===== config.mk =====
export PLATFORM = sky130hd
export DESIGN_NAME = l4_cmd_dispatch_flat
export DESIGN_NICKNAME = d
export VERILOG_FILES = /design/src/rtl/l4_cmd_dispatch_pkg.sv /design/src/rtl/l4_cmd_dispatch_if.sv /design/src/rtl/l4_rr_arbiter.sv /design/src/rtl/l4_cmd_dispatch.sv /design/src/flat_wrapper.sv
export SDC_FILE = /design/constraint.sdc
export NUM_CORES = 1
export LEC_CHECK = 0
export CORE_UTILIZATION = 24
export CTS_CLUSTER_SIZE = 28
export DETAILED_ROUTE_END_ITERATION = 10
export HOLD_SLACK_MARGIN = 0.02
export MAX_ROUTING_LAYER = met4
export PLACE_DENSITY = 0.6
export SYNTH_ARGS = -nofsm -noshare
export SYNTH_HDL_FRONTEND = slang
export SYNTH_SLANG_ARGS = --single-unit

===== constraint.sdc =====
create_clock -name clk -period 7.2 [get_ports clk]
set_input_delay 1.44 -clock clk [delete_from_list [all_inputs] [get_ports clk]]
set_output_delay 1.44 -clock clk [all_outputs]
set_load 0.03 [all_outputs]

===== src/rtl/l4_cmd_dispatch_pkg.sv =====
// Shared L4 dispatcher declarations: FSM encodings and default opcode/flag positions.
package l4_cmd_dispatch_pkg;

  typedef enum logic [1:0] {
    DISP_IDLE     = 2'd0,
    DISP_STREAM   = 2'd1,
    DISP_WAIT_RES = 2'd2,
    DISP_RSVD     = 2'd3
  } disp_state_e;

  localparam int unsigned L4_END_OPC  = 15;
  localparam int unsigned L4_LAST_BIT = 31;

endpackage


===== src/rtl/l4_cmd_dispatch_if.sv =====
// Host-side FIFO pairs plus the accelerator FIFO port; master is the dispatcher side.
interface l4_cmd_dispatch_if
  import l4_cmd_dispatch_pkg::*;
#(
  parameter int NCH    = 4,
  parameter int DWIDTH = 32
);
  logic [NCH-1:0]        h_cmd_empty;
  logic [NCH*DWIDTH-1:0] h_cmd_in;
  logic [NCH-1:0]        h_cmd_rd;
  logic [NCH-1:0]        h_result_full;
  logic [DWIDTH-1:0]     h_result_out;
  logic [NCH-1:0]        h_result_wr;
  logic                  a_cmd_empty;
  logic [DWIDTH-1:0]     a_cmd_in;
  logic                  a_cmd_rd;
  logic                  a_result_full;
  logic [DWIDTH-1:0]     a_result_out;
  logic                  a_result_wr;

  modport master (
    input  h_cmd_empty, h_cmd_in, h_result_full, a_cmd_rd, a_result_out, a_result_wr,
    output h_cmd_rd, h_result_out, h_result_wr, a_cmd_empty, a_cmd_in, a_result_full
  );

  modport slave (
    output h_cmd_empty, h_cmd_in, h_result_full, a_cmd_rd, a_result_out, a_result_wr,
    input  h_cmd_rd, h_result_out, h_result_wr, a_cmd_empty, a_cmd_in, a_result_full
  );
endinterface


===== src/rtl/l4_rr_arbiter.sv =====
// Combinational round-robin pick: first requester after last_owner, wrapping mod NCH.
module l4_rr_arbiter
  import l4_cmd_dispatch_pkg::*;
#(
  parameter int NCH    = 4,
  parameter int CHBITS = 2
) (
  input  logic [NCH-1:0]    req,
  input  logic [CHBITS-1:0] last_owner,
  output logic              gnt_valid,
  output logic [CHBITS-1:0] gnt_idx
);

  int c;

  // Walk from farthest to nearest so the nearest requester is the final winner.
  always_comb begin
    gnt_valid = 1'b0;
    gnt_idx   = '0;
    c         = 0;
    for (int k = NCH; k >= 1; k--) begin
      c = (int'(last_owner) + k) % NCH;
      if (req[CHBITS'(c)]) begin
        gnt_valid = 1'b1;
        gnt_idx   = CHBITS'(c);
      end
    end
  end

endmodule


===== src/rtl/l4_cmd_dispatch.sv =====
// Shares one L4 accelerator among NCH host channels: one job per grant, round-robin,
// with per-channel completed-job counters and a sticky protocol-error flag.
module l4_cmd_dispatch
  import l4_cmd_dispatch_pkg::*;
#(
  parameter int          NCH      = 4,
  parameter int          CHBITS   = 2,
  parameter int          DWIDTH   = 32,
  parameter int          OPC_HI   = 31,
  parameter int          OPC_LO   = 28,
  parameter int unsigned END_OPC  = L4_END_OPC,
  parameter int          LAST_BIT = L4_LAST_BIT,
  parameter int          CNTBITS  = 16
) (
  input  logic                   clk,
  input  logic                   resetn,
  l4_cmd_dispatch_if.master      bus,
  output logic [CHBITS-1:0]      owner,
  output logic                   busy,
  output logic [1:0]             disp_state,
  output logic [NCH*CNTBITS-1:0] job_count,
  output logic                   err
);

  localparam int OPCW = OPC_HI - OPC_LO + 1;

  disp_state_e                    state_q, state_d;
  logic [CHBITS-1:0]              owner_q, owner_d;
  logic [CHBITS-1:0]              last_owner_q, last_owner_d;
  logic [NCH-1:0][CNTBITS-1:0]    jobs_q, jobs_d;
  logic                           err_q, err_d;

  logic                           gnt_valid;
  logic [CHBITS-1:0]              gnt_idx;
  logic [DWIDTH-1:0]              own_cmd;
  logic                           own_empty, own_full;
  logic                           cmd_xfer, res_xfer, res_last;

  l4_rr_arbiter #(.NCH(NCH), .CHBITS(CHBITS)) u_arb (
    .req        (~bus.h_cmd_empty),
    .last_owner (last_owner_q),
    .gnt_valid  (gnt_valid),
    .gnt_idx    (gnt_idx)
  );

  assign own_cmd   = bus.h_cmd_in[int'(owner_q)*DWIDTH +: DWIDTH];
  assign own_empty = bus.h_cmd_empty[owner_q];
  assign own_full  = bus.h_result_full[owner_q];
  assign res_last  = bus.a_result_out[LAST_BIT];

  always_comb begin
    state_d           = state_q;
    owner_d           = owner_q;
    last_owner_d      = last_owner_q;
    jobs_d            = jobs_q;
    err_d             = err_q;
    cmd_xfer          = 1'b0;
    res_xfer          = 1'b0;
    bus.a_cmd_empty   = 1'b1;
    bus.a_cmd_in      = '0;
    bus.a_result_full = 1'b1;
    bus.h_result_out  = '0;
    bus.h_cmd_rd      = '0;
    bus.h_result_wr   = '0;

    case (state_q)
      DISP_IDLE: begin
        // No owner to deliver to: any result push here is dropped and flagged.
        if (bus.a_result_wr) err_d = 1'b1;
        if (gnt_valid) begin
          owner_d = gnt_idx;
          state_d = DISP_STREAM;
        end
      end
      DISP_STREAM, DISP_WAIT_RES: begin
        bus.a_result_full            = own_full;
        bus.h_result_out             = bus.a_result_out;
        res_xfer                     = bus.a_result_wr && !own_full;
        bus.h_result_wr[owner_q]     = res_xfer;
        if (state_q == DISP_STREAM) begin
          bus.a_cmd_empty            = own_empty;
          bus.a_cmd_in               = own_cmd;
          cmd_xfer                   = bus.a_cmd_rd && !own_empty;
          bus.h_cmd_rd[owner_q]      = cmd_xfer;
          // A job cannot finish before its END command has gone out.
          if (res_xfer && res_last) err_d = 1'b1;
          if (cmd_xfer && own_cmd[OPC_HI:OPC_LO] == OPCW'(END_OPC))
            state_d = DISP_WAIT_RES;
        end else if (res_xfer && res_last) begin
          if (jobs_q[owner_q] != '1)
            jobs_d[owner_q] = jobs_q[owner_q] + CNTBITS'(1);
          last_owner_d = owner_q;
          state_d      = DISP_IDLE;
        end
      end
      default: state_d = DISP_IDLE;
    endcase
  end

  always_ff @(posedge clk or negedge resetn) begin
    if (!resetn) begin
      state_q      <= DISP_IDLE;
      owner_q      <= '0;
      last_owner_q <= CHBITS'(NCH - 1);
      jobs_q       <= '0;
      err_q        <= 1'b0;
    end else begin
      state_q      <= state_d;
      owner_q      <= owner_d;
      last_owner_q <= last_owner_d;
      jobs_q       <= jobs_d;
      err_q        <= err_d;
    end
  end

  assign owner      = owner_q;
  assign busy       = (state_q == DISP_STREAM) || (state_q == DISP_WAIT_RES);
  assign disp_state = state_q;
  assign job_count  = jobs_q;
  assign err        = err_q;

endmodule


===== src/flat_wrapper.sv =====
// flat-port wrapper written by rule: the top's interface ports become plain ports
module l4_cmd_dispatch_flat import l4_cmd_dispatch_pkg::*;
#(
  parameter int          NCH      = 4,
  parameter int          CHBITS   = 2,
  parameter int          DWIDTH   = 32,
  parameter int          OPC_HI   = 31,
  parameter int          OPC_LO   = 28,
  parameter int unsigned END_OPC  = L4_END_OPC,
  parameter int          LAST_BIT = L4_LAST_BIT,
  parameter int          CNTBITS  = 16
)
  (clk, resetn, owner, busy, disp_state, job_count, err, bus_h_cmd_empty, bus_h_cmd_in, bus_h_result_full, bus_a_cmd_rd, bus_a_result_out, bus_a_result_wr, bus_h_cmd_rd, bus_h_result_out, bus_h_result_wr, bus_a_cmd_empty, bus_a_cmd_in, bus_a_result_full);
  l4_cmd_dispatch_if #(.NCH(NCH), .DWIDTH(DWIDTH)) bus_i ();
  input  logic clk;
  input  logic resetn;
  output logic [CHBITS-1:0] owner;
  output logic busy;
  output logic [1:0] disp_state;
  output logic [NCH*CNTBITS-1:0] job_count;
  output logic err;
  input wire logic [$bits(bus_i.h_cmd_empty)-1:0] bus_h_cmd_empty;
  input wire logic [$bits(bus_i.h_cmd_in)-1:0] bus_h_cmd_in;
  input wire logic [$bits(bus_i.h_result_full)-1:0] bus_h_result_full;
  input wire logic [$bits(bus_i.a_cmd_rd)-1:0] bus_a_cmd_rd;
  input wire logic [$bits(bus_i.a_result_out)-1:0] bus_a_result_out;
  input wire logic [$bits(bus_i.a_result_wr)-1:0] bus_a_result_wr;
  output wire logic [$bits(bus_i.h_cmd_rd)-1:0] bus_h_cmd_rd;
  output wire logic [$bits(bus_i.h_result_out)-1:0] bus_h_result_out;
  output wire logic [$bits(bus_i.h_result_wr)-1:0] bus_h_result_wr;
  output wire logic [$bits(bus_i.a_cmd_empty)-1:0] bus_a_cmd_empty;
  output wire logic [$bits(bus_i.a_cmd_in)-1:0] bus_a_cmd_in;
  output wire logic [$bits(bus_i.a_result_full)-1:0] bus_a_result_full;
  assign bus_i.h_cmd_empty = bus_h_cmd_empty;
  assign bus_i.h_cmd_in = bus_h_cmd_in;
  assign bus_i.h_result_full = bus_h_result_full;
  assign bus_i.a_cmd_rd = bus_a_cmd_rd;
  assign bus_i.a_result_out = bus_a_result_out;
  assign bus_i.a_result_wr = bus_a_result_wr;
  assign bus_h_cmd_rd = bus_i.h_cmd_rd;
  assign bus_h_result_out = bus_i.h_result_out;
  assign bus_h_result_wr = bus_i.h_result_wr;
  assign bus_a_cmd_empty = bus_i.a_cmd_empty;
  assign bus_a_cmd_in = bus_i.a_cmd_in;
  assign bus_a_result_full = bus_i.a_result_full;
  l4_cmd_dispatch #(.NCH(NCH), .CHBITS(CHBITS), .DWIDTH(DWIDTH), .OPC_HI(OPC_HI), .OPC_LO(OPC_LO), .END_OPC(END_OPC), .LAST_BIT(LAST_BIT), .CNTBITS(CNTBITS)) u_core (.clk(clk), .resetn(resetn), .bus(bus_i), .owner(owner), .busy(busy), .disp_state(disp_state), .job_count(job_count), .err(err));
endmodule

==> results.cfg, run 1 <==
[status]
outcome = complete, no violations

[worst_hold_path]
min_path_type = flop to flop
whs_endpoint = u_core.job_count[32]
hold-path-cell-count = 1
worstHoldStart = u_core.job_count[32]

[clock_network]
clk_latency_ns = 0.34
numCtsBuffers = 9
ctsHoldBuffers = 0
cts_root_buf = clkbuf_16
ctsResizeCount = 0
cts_max_path_buffers = 2
htree_levels = 3
post_cts_buffers = 0
cts_tree = built
cts_sinks = 71
clk_pin_slew_worst_paths_ns = 0.06

[place]
gp_routability_congestion = 0.840
pre_cts_ws_ns = 1.87
placed_area_mm2 = 0.00815
io_buffers = 315
hpwlAfterDp_um = 16500

[floorplanning]
die_w_um = 144
die-area_mm2 = 0.0207
die_h_um = 144
io_pins = 316
start_util_pct = 24.7
placementRows = 51
core_mm2 = 0.0196

[sta]
fin_crit_sh_pct = 73.3
setup_slack_ns = 1.92
tightestPinTransition_ns = 0.933
max_freq_mhz = 190
slew_headroom_pct = 37.8
rsz0062_at_grt = no
fin_skew_ns = 0.00716
post-route-min-period_ns = 5.28
tns_ns = 0
hold_viol = 0
finalSetupViolCount = 0
drv_slew = 0
fin_hold_ws_ns = 0.490

[yosys]
synth_nets = 627
synth-edff-count = 0
synthSimpleGateAreaFrac_pct = 20.0
yosysSeqAreaShare_pct = 36.8
synth_common_cells = dfrtp_1 (69), nor2_1 (68), a21oi_1 (59)
synth.most_common_cell = dfrtp_1
synthMuxAreaShare_pct = 25.2
synth_flop_cell = dfrtp_1
synth_area_leaders = dfrtp_1 (36%), mux4_2 (23%), a21oi_1 (6.1%)
synth_compound_area_share_pct = 8.26
netlist_instances = 451
synth_top_family_by_area = multiplexers
syn_area_mm2 = 0.00483
synth-xor-area-share_pct = 3.26
ys_warn_count = 0
synth_top_area_share_pct = 35.7
avgSynthCellArea_um2 = 10.7
synth_seq_cells = 71
async_flop_share_pct = 100
yosys.area.top_type = dfrtp_1
yosysUniqueCellTypes = 43
synthAdderAreaFrac_pct = 1.04

[cells_and_area]
syn_to_final_growth_pct = 75.5
drive_above_1_share_pct = 13.3
multi_input_area_mm2 = 0.00280
fin_nets = 925
fin_util_pct = 43.3
final-seq-area_mm2 = 0.00178
fin_area_mm2 = 0.00848
filler_cell_count = 1912

[critical_path]
max_stage_delay_ns = 0.70
rr_worst_depth = 8
arrival_ns = 3.84
r2r-start = u_core.owner[0]
worst_path_max_delay_cell = clkdlybuf4s50_1
path_common_cell = clkdlybuf4s50_1
crit_fanout = 6
crit_path_cell_trace = clkdlybuf4s50_1, mux4_2, nor2b_1, nand3_1, nor3_1, clkdlybuf4s50_1
r2r_slack_ns = 3.32
worstPathRequired_ns = 5.76
cp-start-kind = primary input
cp-end-kind = output pin
critPathKind = primary input to output pin
regToRegEndpoint = u_core.job_count[49]
crit_family = buffers and inverters
cp.buffers_inverters = 2

[global_routing]
grt_pass1_vias = 4712
grt_remaining_overflow = 0
grt_max_degree = 73
antenna_found_initial = 7
grt_use_total_pct = 20.7
grt_pass1_wl_um = 30100

[drt]
top_layer_used = met4
avgViaCountPerCell = 4.67
wl_per_cell_um = 20.6
met3RoutedLength_um = 1650
vias = 4789
wl_met1_um = 8510
drt_iter0_drc = 236
wl_met2_um = 10600
first_pass_iters = 6
antenna_left = 0
drt_wl_total_um = 21100
drc_errors = 0

[power]
powerDensity_mw_per_mm2 = 448
p_leak_nw = 3.37
ir_worst_vdd_v = 0.000232

[flow_run]
maxCapViolCount = 0
-- sequential cells by signal (all words and copies together), names as in the netlist --
signal,flops
u_core.job_count,64
u_core.owner,2
u_core.disp_state,2
u_core.err,1
u_core.last_owner_q,2
-- cell usage in the layout (no fill, tap or decap), types with 2 or more instances in the layout --
master / n
a21oi_1: 59
a21oi_2: 4
and2_1: 33
and3_1: 34
buf_4: 9
clkbuf_16: 9
clkbuf_8: 2
clkdlybuf4s50_1: 314
clkinv_2: 2
dfrtp_1: 67
dfstp_2: 2
diode_2: 7
ha_1: 3
inv_1: 7
mux2_2: 7
mux4_2: 49
nand2_1: 18
nand2b_1: 6
nand3_1: 5
nand4_1: 2
nor2_1: 68
nor2b_1: 2
nor3_1: 4
o21ai_0: 5
xnor2_1: 9
xor2_1: 9
-- how the worst max path moves through the flow --
stage | startpoint | end | slack [ns] | depth (start not counted)
after floorplan | bus_h_cmd_empty[3] | bus_h_cmd_rd[0] | 2.90 | 4
after global placement | bus_h_cmd_empty[3] | bus_h_cmd_rd[0] | 1.88 | 6
after detailed placement | bus_h_cmd_empty[3] | bus_h_cmd_rd[0] | 1.87 | 6
after CTS | bus_h_cmd_empty[3] | bus_h_cmd_rd[0] | 1.86 | 6
after global routing | bus_h_cmd_empty[2] | bus_h_cmd_rd[0] | 1.70 | 6
final | bus_h_cmd_empty[3] | bus_h_cmd_rd[0] | 1.92 | 6
-- worst register-to-register path, delay by kind of cell, from the launching register on --
kind	cells	cell delay [ns]
AOI/OAI and AO/OA	1	0.44
adders and majority gates	1	0.31
buffers and inverters	2	1.04
DFF	1	0.66
muxes	2	1.07
and+or+nand+nor	2	0.25
-- through the flow --
stage               power [mW]  cells
floorplan                 2.35    451
global placement          3.36   1003
detailed placement        3.36   1003
CTS                       3.83   1019
global route              4.01   1026
finish                    3.80   1026
-- area by class of cell --
cell class / instances / share of cell area (%)
timing repair buffer: 324 / 37.9
multi-input combinational: 336 / 33.0
sequential: 71 / 21.0
tap: 265 / 3.91
clock buffer: 11 / 2.98
clock inverter: 5 / 0.664
inverter: 7 / 0.310
antenna: 7 / 0.207
-- routing by layer --
metal | vias to the layer above | global-route usage (%)
met4 | 0 | 8.01
met2 | 206 | 34.1
li1 | 2231 | -
met3 | 18 | 5.00
met5 | - | -
met1 | 2334 | 24.2
-- power breakdown --
part / internal (mW) / switching [mW]
clock network: 0.286 / 0.174
registers: 0.560 / 0.198
logic: 1.14 / 1.44
-- logic make-up after synthesis --
group	after synthesis
xor gates and xnor gates	18
adders and majority gates	4
AOI/OAI and AO/OA	73
DFF	71
and+or+nand+nor	183
buffers and inverters	44
muxes	58
No activity file was read; power rests on OpenSTA's default activity.
==> run 2, diff against run 1 <==
Clock period 7.2 ns to 5.1 ns, I/O delays scaled along.
==> results.cfg, run 2 (synthesis gave the netlist of run 1 again) <==
[clock_network]
htree_levels = 3
ctsHoldBuffers = 0
cts_tree = built
post_cts_buffers = 0
ctsResizeCount = 0
clk_latency_ns = 0.33
numCtsBuffers = 9
cts_max_path_buffers = 2
cts_root_buf = clkbuf_16
clk_pin_slew_worst_paths_ns = 0.05
cts_sinks = 71

[critical_path]
critPathKind = primary input to output pin
crit_family = buffers and inverters
max_stage_delay_ns = 0.70
crit_path_cell_trace = clkdlybuf4s50_1, mux4_2, nor2b_1, nand3_1, nor3_1, clkdlybuf4s50_1
worstPathRequired_ns = 4.08
cp-start-kind = primary input
worst_path_max_delay_cell = clkdlybuf4s50_1
crit_fanout = 5
cp.buffers_inverters = 2
path_common_cell = clkdlybuf4s50_1
cp-end-kind = output pin
arrival_ns = 3.42

[sta]
finalSetupViolCount = 0
fin_hold_ws_ns = 0.493
slew_headroom_pct = 55.7
post-route-min-period_ns = 4.44
hold_viol = 0
drv_slew = 0
tightestPinTransition_ns = 0.664
max_freq_mhz = 225
fin_crit_sh_pct = 87.1
tns_ns = 0
rsz0062_at_grt = no
fin_skew_ns = 0.00640
setup_slack_ns = 0.658

[drt]
wl_per_cell_um = 20.6
drc_errors = 0
first_pass_iters = 4
vias = 4772
drt_wl_total_um = 21100
antenna_left = 0
avgViaCountPerCell = 4.66
drt_iter0_drc = 192

[floorplanning]
core_mm2 = 0.0196
die_h_um = 144
placementRows = 51
die_w_um = 144
io_pins = 316
start_util_pct = 24.7
die-area_mm2 = 0.0207

[cells_and_area]
fin_nets = 925
fin_area_mm2 = 0.00845
final-seq-area_mm2 = 0.00178
filler_cell_count = 1942
mostFrequentLayoutCells = clkdlybuf4s50_1 (314), nor2_1 (68), dfrtp_1 (67)
multi_input_area_mm2 = 0.00280
drive_above_1_share_pct = 12.9
fin_util_pct = 43.1
final_common_cell = clkdlybuf4s50_1
largest_reg_flops = 64
syn_to_final_growth_pct = 74.9

[global_routing]
antenna_found_initial = 7
grt_use_total_pct = 21.0
grt_pass1_wl_um = 30400
grt_max_degree = 47
grt_remaining_overflow = 0
grt_pass1_vias = 4784

[place]
pre_cts_ws_ns = 0.636
placed_area_mm2 = 0.00815
hpwlAfterDp_um = 16600
io_buffers = 315
gp_routability_congestion = 0.836

[power]
intPower_mw = 2.78
p_sw_share_pct = 47.8
p_leak_nw = 3.36
combinationalPowerShare_pct = 68.5
pwr-share-seq_pct = 20.1
power.switching_mw = 2.55
clockPowerShare_pct = 11.4
ir_worst_vdd_v = 0.000321
powerDensity_mw_per_mm2 = 631

[flow_run]
maxCapViolCount = 0

[status]
outcome = complete, no violations

[worst_hold_path]
min_path_type = flop to flop
-- run 2: cell count changes in the layout (fill, tap and decap cells not counted), sizes merged --
| cell | before | now |
|---|---|---|
| clkinvlp | 1 | 0 |
-- run 2: per-stage QoR --
step	instances	total power [mW]
2_1_floorplan	451	3.32
3_3_place_gp	1003	4.75
3_5_place_dp	1003	4.75
4_1_cts	1018	5.39
5_1_grt	1025	5.65
6_report	1025	5.33
-- run 2: layout make-up --
| cell class | instances | share of cell area, % |
|---|---|---|
| Antenna cell | 7 | 0.207 |
| Clock buffer | 11 | 2.75 |
| Clock inverter | 4 | 0.577 |
| Inverter | 7 | 0.311 |
| Multi-Input combinational cell | 336 | 33.1 |
| Sequential cell | 71 | 21.1 |
| Tap cell | 265 | 3.92 |
| Timing Repair Buffer | 324 | 38.0 |
-- run 2: worst register-to-register path, stage by stage (launching register included) --
cell	delay, ns
dfrtp_4	0.77
buf_4	0.60
mux4_2	0.69
ha_1	0.31
nand3_2	0.15
nor3_4	0.08
a21oi_2	0.50
buf_4	0.36
nor2_1	0.07
a21oi_1	0.12
-- run 2: path summary, 6_finish.rpt --
| path | endpoint | slack (ns) | cells past startpoint | from |
|---|---|---|---|---|
| setup / recovery | bus_h_cmd_rd[0] | 0.66 | 6 | bus_h_cmd_empty[2] |
| hold / removal | u_core.job_count[16] | 0.49 | 1 | u_core.job_count[16] |
| setup reg to reg | u_core.job_count[59] | 1.37 | 9 | u_core.owner[0] |
| hold reg to reg | u_core.job_count[16] | 0.49 | 1 | u_core.job_count[16] |
| max in group asynchronous | u_core.job_count[32] | 3.39 | 2 | resetn |
| min in group asynchronous | u_core.job_count[43] | 0.72 | 1 | resetn |
-- run 2: power by group through the flow --
stage / registers, mW / clock network, mW / logic, mW
2_1_floorplan: 1.36 / 0 / 1.96
3_3_place_gp: 1.09 / 0 / 3.66
3_5_place_dp: 1.08 / 0 / 3.66
4_1_cts: 1.08 / 0.624 / 3.69
5_1_grt: 1.12 / 0.653 / 3.88
6_report: 1.07 / 0.608 / 3.65
-- run 2: routing by layer --
layer | routed length, µm | vias to the layer above | share of wire (%) | global-route usage (%)
li1 | - | 2231 | - | -
met1 | 8440 | 2328 | 40 | 24.2
met2 | 10600 | 194 | 50 | 34.5
met3 | 1680 | 19 | 8.0 | 5.73
met4 | 362 | 0 | 1.7 | 8.34
met5 | 0 | - | 0 | -
==> RTL edit: new RTL, settings of run 2 <==
Register the output `job_count` once more, without a reset; this adds one clock of latency there. The other outputs are not delayed to match.
--- a/src/rtl/l4_cmd_dispatch.sv
+++ b/src/rtl/l4_cmd_dispatch.sv
@@ -116,7 +116,9 @@
   assign owner      = owner_q;
   assign busy       = (state_q == DISP_STREAM) || (state_q == DISP_WAIT_RES);
   assign disp_state = state_q;
-  assign job_count  = jobs_q;
+  always_ff @(posedge clk) begin
+    job_count <= jobs_q;
+  end
   assign err        = err_q;
 
 endmodule
Formal check against the unedited RTL: not equivalent (Yosys sat finds a counterexample within 4 cycles, from zero or initial values and one cycle with resetn low).
==> RTL edit against run 2 <==
- worst setup slack lost 0.13 ns
- cell count grew 14%
- wire length grew 8.5%
- sequential cell count grew 64
- power grew 29%
- clock power grew 120%
- synthesized area grew 28%
- cell area grew 21%
- clock skew grew 0.0058 ns
- die area grew 27%
- critical path type unchanged
- critical endpoint unchanged
- largest power group unchanged
- highest routed layer unchanged
==> RTL edit: results (changes against run 2) <==
** Outcome
- Run status :: complete, no violations (unchanged)

** Layout
- Number of clock buffers in the layout :: 19 (was 11)
- Clock buffer and inverter area fraction after layout :: 6.31% (was 3.33%)
- The fraction of area in multi-input gates is 27.7% (was 33.1%).
- The fill cell instance count of the final layout came to 2439 (was 1942).
- The post-layout net count is 998 (was 925).
- Layout non-clock buf frac :: 31.6% (was 38.0%)
- Ant diodes :: 3 (was 7)
- Layout cells sized above 1 :: 13.3% (was 12.9%)
- Sequential fraction of total cell area :: 30.0% (was 21.1%)
- The count of buffers not belonging to the clock network in the layout is 325 (was 324).

** Power and ir drop
- Power in the clock group :: 1.33 mW (was 0.608 mW)
- The leakage component of the power came to 4.11 nW (was 3.36 nW).
- The combinational gate power is 3.72 mW (was 3.65 mW).
- Internal Pwr Total :: 3.99 mW (was 2.78 mW)
- The peak supply drop is 372 uV (was 321 uV).

** Yosys
- Cell types occupying the most area after synthesis :: dfrtp_1 28%, dfxtp_1 21%, mux4_2 15% (was dfrtp_1 36%, mux4_2 23%, a21oi_1 6.1%)
- The number of synthesized register bits was 135 (was 71).
- Fraction of the mapped netlist area in compound gates :: 6.54% (was 8.26%)
- The xor/xnor cell area share of the yosys netlist was 2.68% (was 3.26%).
- The synthesized-area fraction occupied by adder cells was 0.812% (was 1.04%).
- Fraction of registers with async set or reset after synthesis :: 52.6% (was 100%)
- Synthesized Nets :: 691 (was 627)
- Share of synthesized area spent on multiplexers :: 20.3% (was 25.2%)
- The number of distinct library cells after synthesis came to 45 (was 43).
- The register area share after synthesis is 49.6% (was 36.8%).

** Worst hold path
- The number of stages on the worst hold path is 0 (was 1).

** Routing
- Starting DRC count in detailed routing :: 272 (was 192)
- The sum of routed wire length over all layers came to 22900 um (was 21100 um).

** Global route
- Wire length of the first global-routing pass :: 33300 um (was 30400 um)
- Pin count of the biggest net entering global routing :: 72 (was 47)
- Global-route usage over all layers :: 17.8% (was 21.0%)

** Worst setup path
- Reg2reg path depth :: 8 (was 9)
- The capturing point of the worst reg2reg path is u_core.jobs_q[17]$_DFFE_PN0P_ (was u_core.job_count[59]$_DFFE_PN0P_).
- Data arrival time of the critical path :: 3.55 ns (was 3.42 ns)
- Source of the critical timing path :: bus_h_cmd_empty[3] (was bus_h_cmd_empty[2])

** Clock network
- CTS buffer count :: 17 (was 9)
- Max H-tree Level :: 4 (was 3)

** Placement
- Minimum setup slack after placement :: 0.513 ns (was 0.636 ns)
- HPWL after detailed placement :: 17500 um (was 16600 um)

** Timing
- The worst hold slack across all endpoints was 0.391 ns (was 0.493 ns).
- Post-route clock period utilization :: 89.7% (was 87.1%)
- The worst slew margin relative to its limit came to 37.6% (was 55.7%).
==> RTL edit: cell types whose count changed after synthesis <==
cell / run 2 / this run
dfxtp_1: 0 / 64
mux4_1: 1 / 9
mux4_2: 49 / 41
buf_2: 14 / 10
buf_4: 2 / 6
a21oi_1: 59 / 58
a21oi_2: 4 / 5
xnor2_1: 9 / 8
xnor2_2: 0 / 1
==> RTL edit: routing by layer <==
metal | wire [um] | global-route usage, % | share of wire [%]
met1 | 8620 | 18.7 | 38
met2 | 12100 | 32.1 | 53
met3 | 1700 | 4.88 | 7.4
met4 | 447 | 5.62 | 2.0
met5 | 0 | - | 0
==> RTL edit: per-stage QoR <==
step	cells	utilization [%]	area, um2
final	1168	40.6	10200
after CTS	1165	40.6	10200
after global routing	1168	40.6	10200
after floorplan	515	-	6160
after detailed placement	1133	38.0	9580
after global placement	1133	38.0	9580
==> RTL edit: critical path: cells and delay by family <==
family / cells / cell delay (ns)
and+or+nand+nor: 3 / 0.83
buffers and inverters: 2 / 1.20
muxes: 1 / 0.50
